## config.mk

```make
export PLATFORM = sky130hd
export DESIGN_NAME = capture_ctrl_flat
export DESIGN_NICKNAME = d
export VERILOG_FILES = /design/src/rtl/capture_pkg.sv /design/src/rtl/capture_ctrl_if.sv /design/src/rtl/capture_timeout_ctr.sv /design/src/rtl/capture_ctrl.sv /design/src/flat_wrapper.sv
export SDC_FILE = /design/constraint.sdc
export NUM_CORES = 1
export LEC_CHECK = 0
export ABC_CLOCK_PERIOD_IN_PS = 2250
export BUFFER_PORTS_ARGS = -buffer_cell sky130_fd_sc_hd__buf_2
export CAP_MARGIN = 10
export CORE_UTILIZATION = 52
export DETAILED_ROUTE_END_ITERATION = 10
export GPL_ROUTABILITY_DRIVEN = 1
export PLACE_DENSITY = 0.83
export REMOVE_ABC_BUFFERS = 1
export SLEW_MARGIN = 20
export SYNTH_ARGS = -nofsm -noshare
export SYNTH_HDL_FRONTEND = slang
export SYNTH_SLANG_ARGS = --single-unit
```

## constraint.sdc

```tcl
create_clock -name clk -period 2.25 [get_ports clk]
set_clock_uncertainty 0.05 [all_clocks]
set_input_delay 0.3375 -clock clk [delete_from_list [all_inputs] [get_ports clk]]
set_output_delay 0.3375 -clock clk [all_outputs]
set_load 0.1 [all_outputs]
```

## src/rtl/capture_pkg.sv

```systemverilog
// Shared encodings and status layout for the capture sequencer.
package capture_pkg;

    localparam logic [2:0] ST_IDLE  = 3'd0;
    localparam logic [2:0] ST_START = 3'd1;
    localparam logic [2:0] ST_FILL  = 3'd2;
    localparam logic [2:0] ST_ARMED = 3'd3;
    localparam logic [2:0] ST_POST  = 3'd4;
    localparam logic [2:0] ST_DONE  = 3'd5;
    localparam logic [2:0] ST_ABORT = 3'd6;

    localparam int STATUS_WIDTH      = 4;
    localparam int STATUS_STATE_LSB  = 0;
    localparam int STATUS_STATE_MSB  = 2;
    localparam int STATUS_FORCED_BIT = 3;

    typedef enum logic [2:0] {
        S_IDLE  = ST_IDLE,
        S_START = ST_START,
        S_FILL  = ST_FILL,
        S_ARMED = ST_ARMED,
        S_POST  = ST_POST,
        S_DONE  = ST_DONE,
        S_ABORT = ST_ABORT
    } state_e;

endpackage

```

## src/rtl/capture_ctrl_if.sv

```systemverilog
// Command/trigger/phase bundle between host side and the sequencer.
// trig_timeout exists only when CAPTURE_TRIG_TIMEOUT_EN is defined.
interface capture_ctrl_if #(
    parameter int PRETRIG_CNT_WIDTH = 32,
    parameter int TIMEOUT_WIDTH     = 32
);
    import capture_pkg::*;

    logic                         cmd_arm;
    logic                         cmd_abort;
    logic                         cmd_ack;
    logic                         trig_hit;
    logic                         sample_we;
    logic                         complete;
    logic [PRETRIG_CNT_WIDTH-1:0] pretrig_count_max;
`ifdef CAPTURE_TRIG_TIMEOUT_EN
    logic [TIMEOUT_WIDTH-1:0]     trig_timeout;
`endif
    logic                         idle;
    logic                         start;
    logic                         pre_trigger;
    logic                         post_trigger;
    logic                         triggered;
    logic                         abort;
    logic                         capture_valid;
    logic [STATUS_WIDTH-1:0]      status;

    modport master (
        output cmd_arm, cmd_abort, cmd_ack,
        output trig_hit, sample_we, complete,
        output pretrig_count_max,
`ifdef CAPTURE_TRIG_TIMEOUT_EN
        output trig_timeout,
`endif
        input  idle, start, pre_trigger, post_trigger,
        input  triggered, abort, capture_valid, status
    );

    modport slave (
        input  cmd_arm, cmd_abort, cmd_ack,
        input  trig_hit, sample_we, complete,
        input  pretrig_count_max,
`ifdef CAPTURE_TRIG_TIMEOUT_EN
        input  trig_timeout,
`endif
        output idle, start, pre_trigger, post_trigger,
        output triggered, abort, capture_valid, status
    );

endinterface

```

## src/rtl/capture_timeout_ctr.sv

```systemverilog
// Loadable cycle counter with expiry strobe for the ARMED timeout.
module capture_timeout_ctr #(
    parameter int W = 32
) (
    input  logic         clk,
    input  logic         reset_n,
    input  logic         clear_i,
    input  logic         run_i,
    input  logic [W-1:0] limit_i,
    output logic         expire_o
);

    logic [W-1:0] cnt_q, cnt_d;

    always_comb begin
        cnt_d = cnt_q;
        if (clear_i)
            cnt_d = '0;
        else if (run_i && cnt_q != '1)
            cnt_d = cnt_q + W'(1);
    end

    always_ff @(posedge clk or negedge reset_n) begin
        if (!reset_n)
            cnt_q <= '0;
        else
            cnt_q <= cnt_d;
    end

    // A zero limit means the timeout is disabled.
    assign expire_o = run_i && (limit_i != '0) && (cnt_q == limit_i);

endmodule

```

## src/rtl/capture_ctrl.sv

```systemverilog
// Capture sequencer: phase FSM, pre-trigger fill gate, abort and readback hold.
// Optional trigger timeout enabled by defining CAPTURE_TRIG_TIMEOUT_EN.
module capture_ctrl
    import capture_pkg::*;
#(
    parameter int PRETRIG_CNT_WIDTH = 32,
    parameter int TIMEOUT_WIDTH     = 32
) (
    input  logic           clk,
    input  logic           reset_n,
    capture_ctrl_if.slave  bus
);

    localparam int PW = PRETRIG_CNT_WIDTH;

    state_e        state_q, state_d;
    logic [PW-1:0] fill_q, fill_d;
    logic          forced_q, forced_d;
    logic          ab_post_q, ab_post_d;
    logic          trig;
    logic          tmo_expire;
    logic          fill_hit;

`ifdef CAPTURE_TRIG_TIMEOUT_EN
    capture_timeout_ctr #(.W(TIMEOUT_WIDTH)) u_tmo (
        .clk      (clk),
        .reset_n  (reset_n),
        .clear_i  (state_q == S_START),
        .run_i    (state_q == S_ARMED),
        .limit_i  (bus.trig_timeout),
        .expire_o (tmo_expire)
    );
`else
    assign tmo_expire = 1'b0;
`endif

    // Widened compare so a saturated counter can never alias to the target.
    assign fill_hit = ({1'b0, fill_q} + {{PW{1'b0}}, bus.sample_we})
                      == {1'b0, bus.pretrig_count_max};

    always_comb begin
        state_d   = state_q;
        fill_d    = fill_q;
        forced_d  = forced_q;
        ab_post_d = ab_post_q;
        trig      = 1'b0;
        unique case (state_q)
            S_IDLE: begin
                if (bus.cmd_arm)
                    state_d = S_START;
            end
            S_START: begin
                fill_d   = '0;
                forced_d = 1'b0;
                state_d  = (bus.pretrig_count_max == '0) ? S_ARMED : S_FILL;
            end
            S_FILL: begin
                if (bus.cmd_abort) begin
                    state_d   = S_ABORT;
                    ab_post_d = 1'b0;
                end else begin
                    if (bus.sample_we && fill_q != '1)
                        fill_d = fill_q + PW'(1);
                    if (fill_hit)
                        state_d = S_ARMED;
                end
            end
            S_ARMED: begin
                if (bus.cmd_abort) begin
                    state_d   = S_ABORT;
                    ab_post_d = 1'b0;
                end else if (bus.trig_hit) begin
                    trig    = 1'b1;
                    state_d = S_POST;
                end else if (tmo_expire) begin
                    trig     = 1'b1;
                    forced_d = 1'b1;
                    state_d  = S_POST;
                end
            end
            S_POST: begin
                if (bus.cmd_abort) begin
                    state_d   = S_ABORT;
                    ab_post_d = 1'b1;
                end else if (bus.complete) begin
                    state_d = S_DONE;
                end
            end
            S_DONE: begin
                if (bus.cmd_arm)
                    state_d = S_START;
                else if (bus.cmd_ack)
                    state_d = S_IDLE;
            end
            S_ABORT: state_d = S_DONE;
            default: state_d = S_IDLE;
        endcase
    end

    always_ff @(posedge clk or negedge reset_n) begin
        if (!reset_n) begin
            state_q   <= S_IDLE;
            fill_q    <= '0;
            forced_q  <= 1'b0;
            ab_post_q <= 1'b0;
        end else begin
            state_q   <= state_d;
            fill_q    <= fill_d;
            forced_q  <= forced_d;
            ab_post_q <= ab_post_d;
        end
    end

    assign bus.idle          = (state_q == S_IDLE);
    assign bus.start         = (state_q == S_START);
    assign bus.pre_trigger   = (state_q == S_FILL) || (state_q == S_ARMED)
                               || (state_q == S_ABORT && !ab_post_q);
    assign bus.post_trigger  = (state_q == S_POST)
                               || (state_q == S_ABORT && ab_post_q);
    assign bus.triggered     = trig;
    assign bus.abort         = (state_q == S_ABORT);
    assign bus.capture_valid = (state_q == S_DONE);

    always_comb begin
        bus.status = '0;
        bus.status[STATUS_STATE_MSB:STATUS_STATE_LSB] = state_q;
        bus.status[STATUS_FORCED_BIT] = forced_q;
    end

endmodule

```

## src/flat_wrapper.sv

```systemverilog
// flat-port wrapper written by rule: the top's interface ports become plain ports
module capture_ctrl_flat import capture_pkg::*;
#(
    parameter int PRETRIG_CNT_WIDTH = 32,
    parameter int TIMEOUT_WIDTH     = 32
)
  (clk, reset_n, bus_cmd_arm, bus_cmd_abort, bus_cmd_ack, bus_trig_hit, bus_sample_we, bus_complete, bus_pretrig_count_max, bus_idle, bus_start, bus_pre_trigger, bus_post_trigger, bus_triggered, bus_abort, bus_capture_valid, bus_status);
  capture_ctrl_if #(.PRETRIG_CNT_WIDTH(PRETRIG_CNT_WIDTH), .TIMEOUT_WIDTH(TIMEOUT_WIDTH)) bus_i ();
  input  logic clk;
  input  logic reset_n;
  input wire logic [$bits(bus_i.cmd_arm)-1:0] bus_cmd_arm;
  input wire logic [$bits(bus_i.cmd_abort)-1:0] bus_cmd_abort;
  input wire logic [$bits(bus_i.cmd_ack)-1:0] bus_cmd_ack;
  input wire logic [$bits(bus_i.trig_hit)-1:0] bus_trig_hit;
  input wire logic [$bits(bus_i.sample_we)-1:0] bus_sample_we;
  input wire logic [$bits(bus_i.complete)-1:0] bus_complete;
  input wire logic [$bits(bus_i.pretrig_count_max)-1:0] bus_pretrig_count_max;
  output wire logic [$bits(bus_i.idle)-1:0] bus_idle;
  output wire logic [$bits(bus_i.start)-1:0] bus_start;
  output wire logic [$bits(bus_i.pre_trigger)-1:0] bus_pre_trigger;
  output wire logic [$bits(bus_i.post_trigger)-1:0] bus_post_trigger;
  output wire logic [$bits(bus_i.triggered)-1:0] bus_triggered;
  output wire logic [$bits(bus_i.abort)-1:0] bus_abort;
  output wire logic [$bits(bus_i.capture_valid)-1:0] bus_capture_valid;
  output wire logic [$bits(bus_i.status)-1:0] bus_status;
  assign bus_i.cmd_arm = bus_cmd_arm;
  assign bus_i.cmd_abort = bus_cmd_abort;
  assign bus_i.cmd_ack = bus_cmd_ack;
  assign bus_i.trig_hit = bus_trig_hit;
  assign bus_i.sample_we = bus_sample_we;
  assign bus_i.complete = bus_complete;
  assign bus_i.pretrig_count_max = bus_pretrig_count_max;
  assign bus_idle = bus_i.idle;
  assign bus_start = bus_i.start;
  assign bus_pre_trigger = bus_i.pre_trigger;
  assign bus_post_trigger = bus_i.post_trigger;
  assign bus_triggered = bus_i.triggered;
  assign bus_abort = bus_i.abort;
  assign bus_capture_valid = bus_i.capture_valid;
  assign bus_status = bus_i.status;
  capture_ctrl #(.PRETRIG_CNT_WIDTH(PRETRIG_CNT_WIDTH), .TIMEOUT_WIDTH(TIMEOUT_WIDTH)) u_core (.clk(clk), .reset_n(reset_n), .bus(bus_i));
endmodule
```

== Word-level counts from Yosys, hierarchy flattened ==
Index checks and enable logic that the tools add are counted.
Widths: inputs -> output; s select.

* Bits of input ports: 40
* Flip-flop bits (word level): 36

* Equality and inequality tests: 17
* Reduce and logical (&&, ||, !) cells: 15
* Add/subtract/negate cells: 2
* Multiplexer cells: 20

{| class="wikitable"
|+ Operator list
! cell !! number
|-
| $mux 32 || 2
|-
| $pmux 32 s2 || 1
|-
| $add 32x1->33 || 1
|-
| $eq 33x32->1 || 1
|-
| $add 32x1->32 const B || 1
|-
| $logic_not 32->1 || 1
|-
| $ne 32x32->1 const B || 1
|-
| $mux 3 || 9
|-
| $pmux 3 s7 || 1
|-
| $eq 3x3->1 const B || 3
|-
| $ne 3x3->1 const B || 3
|-
| $eq 3x2->1 const B || 2
|-
| $mux 1 || 6
|-
| $ne 2x2->1 const B || 3
|-
| $reduce_and 3->1 || 2
|-
| $reduce_and 5->1 || 1
|-
| $ne 2x1->1 const B || 2
|-
| $reduce_bool 2->1 || 2
|-
| $eq 3x1->1 const B || 1
|-
| $logic_and 1x1->1 || 3
|-
| $logic_not 3->1 || 1
|-
| $logic_or 1x1->1 || 3
|-
| $ne 3x2->1 const B || 1
|-
| $pmux 1 s2 || 1
|-
| 2 further kinds || 2
|}

== Longest topological paths before layout ==
* Word-level depth: 5
* Gate-level depth with buffers: 9

== Worst setup path before layout ==
Ideal clock, no wire load.

* Kind: register -> output
* Start point: reg u_core.state_q[2]
* End point: out bus_idle
* Data required time: 1,862 ps
* Buffers on the path: 2
* Cell stages (with the launch flop): 4
* Setup slack: -1,420 ps
* Arrival time: 3,283 ps
* Cell sequence: dfrtp_1 -> clkbuf_1 -> clkbuf_1 -> nor3_1

* Word-level cells in the longest chain between the ends: 1

{| class="wikitable"
|+ RTL lines
! item !! line !! source
|-
| from (decl) || capture_ctrl.sv:16 || <nowiki>state_e state_q, state_d;</nowiki>
|-
| from (signal assigned) || capture_ctrl.sv:107 || <nowiki>state_q <= state_d;</nowiki>
|-
| $logic_not 3->1 || capture_ctrl.sv:114 || <nowiki>assign bus.idle = (state_q == S_IDLE);</nowiki>
|-
| to (decl) || flat_wrapper.sv:18 || <nowiki>output wire logic [$bits(bus_i.idle)-1:0] bus_idle;</nowiki>
|}

No other way between the ends.

== Final worst setup path ==
* Start point: reg u_core.fill_q[8]
* End point: reg u_core.state_q[0]

* Word-level cells in the longest chain between the ends: 4

{| class="wikitable"
|+ RTL lines
! item !! line !! source
|-
| from (decl) || capture_ctrl.sv:17 || <nowiki>logic [PW-1:0] fill_q, fill_d;</nowiki>
|-
| from (signal assigned) || capture_ctrl.sv:108 || <nowiki>fill_q <= fill_d;</nowiki>
|-
| $add 32x1->33 || capture_ctrl.sv:38 || <nowiki>assign fill_hit = ({1'b0, fill_q} + {{PW{1'b0}}, bus.sample_we})</nowiki>
|-
| $eq 33x32->1 || capture_ctrl.sv:39 || <nowiki>== {1'b0, bus.pretrig_count_max};</nowiki>
|-
| $ne 3x2->1 (no source line) || -- ||
|-
| $reduce_and 5->1 (no source line) || -- ||
|}

No other way between the ends.
A chain may end at the register's enable or synchronous reset.

==> results.md <==
| Parameter | Value |
| --- | --- |
| Run status | complete, but fails checks |
| Violations in the final reports | setup timing |
| Routability congestion estimate from global placement | 1.03 |
| Cell area power density | 629 nW/um^2 |
| Dominant combinational cell family by area after synthesis | simple AND/OR/NAND/NOR gates |
| Share of cell area taken by muxes after synthesis | 0% |
| Top cell type's share of synthesized area | 27.4% |
| Cell row count | 28 |
| GRT Util Overall | 37.2% |
| Share of synthesized registers carrying an async set or reset | 100% |
| Cts bufs inserted | 5 |
| Share of synthesized area occupied by flip-flops and latches | 27.4% |
| Critical path fanouts, max | 5 |
| R2r worst-path depth | 9 |
| Share of the cycle needed by the critical path after routing | 107% |
| Leakage | 2.13 nW |
| Xor and xnor area share after synthesis | 17.8% |
| Die Span X | 81.5 um |
| Clock Tree Root | clkbuf_8 |
| Die height | 81.5 um |
| Synth top area cells | dfrtp_1, xor2_1, xnor2_1 |
| Required time of the critical path | 2.42 ns |
| Final Hold Violating Endpoints | 0 |
| Clock insertion delay at the later pin of the skew report | 0.30 ns |
| CTS sink count | 36 |
| Kind of end point of the critical path | flop |
| Number of library cell types mapped by synthesis | 54 |
| Count of hold buffers inserted by post-cts repair | 0 |
| First-pass GRT wire length | 18200 um |
| Setup repair after global routing missed its margin | yes |
| Number of warnings reported in the yosys synthesis log | 0 |
| Per-cell via count in the routed design | 6.17 |
| Finished Layout Cells | 623 |
| Register bit total from synthesis | 36 |
| Met3 Routed Length | 876 um |
| Number of detailed-routing iterations run before antenna repair | 5 |
| Post-layout util | 79.7% |
| Post-layout minimum cycle time | 2.41 ns |
| Maximum clock path buffer count | 2 |
| Area after DPL | 4270 um^2 |
| Type of the setup path with the least slack | flop to flop |
| Overall die area | 6650 um^2 |
| Via count of the routed design | 3842 |
| Clock edge transition at the registers on the reported setup and hold paths | 0.08 ns |
| Core Box Area | 6030 um^2 |
| Area of the mapped netlist | 3290 um^2 |
| Met2 Wirelength | 5920 um |
| Placed Cells | 606 |
| # H-tree levels | 2 |
| Count of nets after finishing | 590 |
| Final Slew Violations | 0 |
| Number of antenna violations at the first check in global routing | 0 |
| Maximum number of pins on one net before global-route repair | 37 |
| Cell accounting for the most synthesized area | dfrtp_1 |
| Half-perimeter wire length of the detailed placement result | 9230 um |
| Class of the worst hold path | input pin to async pin |
| Slew at the pin closest to its max-slew limit | 0.875 ns |
| CTS tree | built |
| Most frequent cell on the critical path | buf_4 |
| Wire length the detailed router placed on met1 | 4910 um |
| Number of global-route vias before repair | 3571 |
| Post-synthesis average cell area | 8.04 um^2 |
| Port Buf Inserts | 49 |
| Post-layout instance area | 4800 um^2 |
| Number of synthesized flops with an enable pin | 0 |
| Antenna Diode Count | 0 |
| Post-synthesis share of cell area spent on full adders, half adders and majority gates | 1.14% |
| Fraction of layout instances using a drive strength above 1 | 43.4% |
| Sum of overflow across all layers after global routing | 0 |
| Maximum achievable frequency | 415 MHz |
| Number of max-cap violations | 0 |
| Flop-to-flop setup slack | -0.16 ns |
| Maximum single-stage delay on the critical path | 0.47 ns |
| Compound-cell area share of the yosys netlist | 13.1% |
| Starting DRT DRC Count | 280 |
| Leading cell types in the layout, fill and taps excluded | buf_4, nor2_1, buf_2 |
| Initial core utilization | 54.6% |
| Final setup TNS | -0.162 ns |
| Data arrival, critical path | 2.58 ns |
| WL final | 12200 um |
| Area delta synth->final | 46.0% |
| Flip-flop cell with the highest count after synthesis | dfrtp_1 |
| Most common library cell in the layout ignoring fill and taps | buf_4 |
| Crit start category | flop |
| Final setup vio count | 1 |
| Setup slack after layout | -0.162 ns |
| Detail Route Antenna Nets | 0 |
| Syn Inst Count | 409 |
| Final routed wire length divided by cell count | 19.5 um |
| I/O pin cnt | 51 |
| Top routing layer used | met4 |
| Simple-gate portion of the synthesized area | 34.8% |
| Maximum vdd ir drop | 1290 uV |
| Normalized max-slew margin | 41.7% |
| List of cells traversed by the critical path | buf_4 > nand3_2 > buf_4 > nor4_1 > and3_1 > o22ai_1 > a2111oi_4 > nand4_1 > o221ai_2 |
| Worst-path cell with the longest stage delay | nor4_1 |
| Post-detailed-route DRC marker count | 0 |
-- stage by stage --
stage                     total power (W)  setup slack, ns  hold slack (ns)
after global placement            0.00234           -0.248            0.416
after detailed placement          0.00237           -0.292            0.443
after floorplan                   0.00183            -1.63         -0.00809
after global routing              0.00316           -0.309            0.162
after CTS                         0.00295           -0.102            0.122
final                             0.00302           -0.162           0.0863
-- area by class of cell --
class	instances	area [um^2]
multi-input cells	335	2550
fillers	450	1220
repair buffers	163	1130
flip-flops and latches	36	906
well taps	75	93.8
clock buffers	6	82.6
inverters	6	22.5
clock inverters	2	10.0
-- per-layer routing --
layer  vias up  GRT usage, %
met2       211          60.7
li1       1754             -
met1      1830          47.4
met5         -             0
met4         0          16.1
met3        47          7.67
-- flip-flops by register name, summed over array words and instances, names as in the netlist --
| signal | cells |
|---|---|
| u_core.fill_q | 32 |
| u_core.state_q | 3 |
| u_core.ab_post_q | 1 |
-- critical path: cells and delay by family (launching register included) --
kind,cells,cell delay [ns]
buffers and inverters,2,0.32
AND/OR/NAND/NOR,4,0.96
AO/OA/AOI/OAI,3,0.56
flip-flops,1,0.42
-- what timing repair did --
action	in CTS	in global routing
buffers inserted	5	4
pin swaps	13	18
endpoints found under the setup margin	23	21
resized for setup	35	39
-- cell families after synthesis --
family,Yosys count
AND/OR/NAND/NOR,201
XOR/XNOR,67
AO/OA/AOI/OAI,63
buffers and inverters,38
flip-flops,36
adder cells (fa/ha/maj),3
other,1
-- worst paths after layout --
| check | start | endpoint |
|---|---|---|
| max in group asynchronous | reset_n | u_core.fill_q[10]$_DFFE_PN0P_ |
| min in group clk | bus_cmd_abort | u_core.state_q[0]$_DFFE_PN0P_ |
| worst max-delay path | u_core.fill_q[8]$_DFFE_PN0P_ | u_core.state_q[0]$_DFFE_PN0P_ |
| worst min register to register | u_core.fill_q[31]$_DFFE_PN0P_ | u_core.fill_q[31]$_DFFE_PN0P_ |
| worst max register to register | u_core.fill_q[8]$_DFFE_PN0P_ | u_core.state_q[0]$_DFFE_PN0P_ |
| worst min-delay path | reset_n | u_core.fill_q[5]$_DFFE_PN0P_ |
-- report_power, final --
part,switching [W],internal (W)
sequential,0.0000574,0.000706
clock,0.000261,0.000245
combinational,0.00121,0.000544
total,0.00153,0.00150
-- cells in the mapped netlist (all sizes together), types with 4 or more instances --
library cell   n
nor3          10
or3            6
and2           5
nand2         28
a31oi          8
xnor2         33
xor2          34
a21oi         16
nand2b         4
dfrtp         36
nor4b          4
inv            6
nor4          25
and3          11
nand4         20
nor2          51
clkbuf        16
and4           6
o21ai         10
nand3         21
a311oi         4
buf           16
Power figures use the tool's default switching activity.
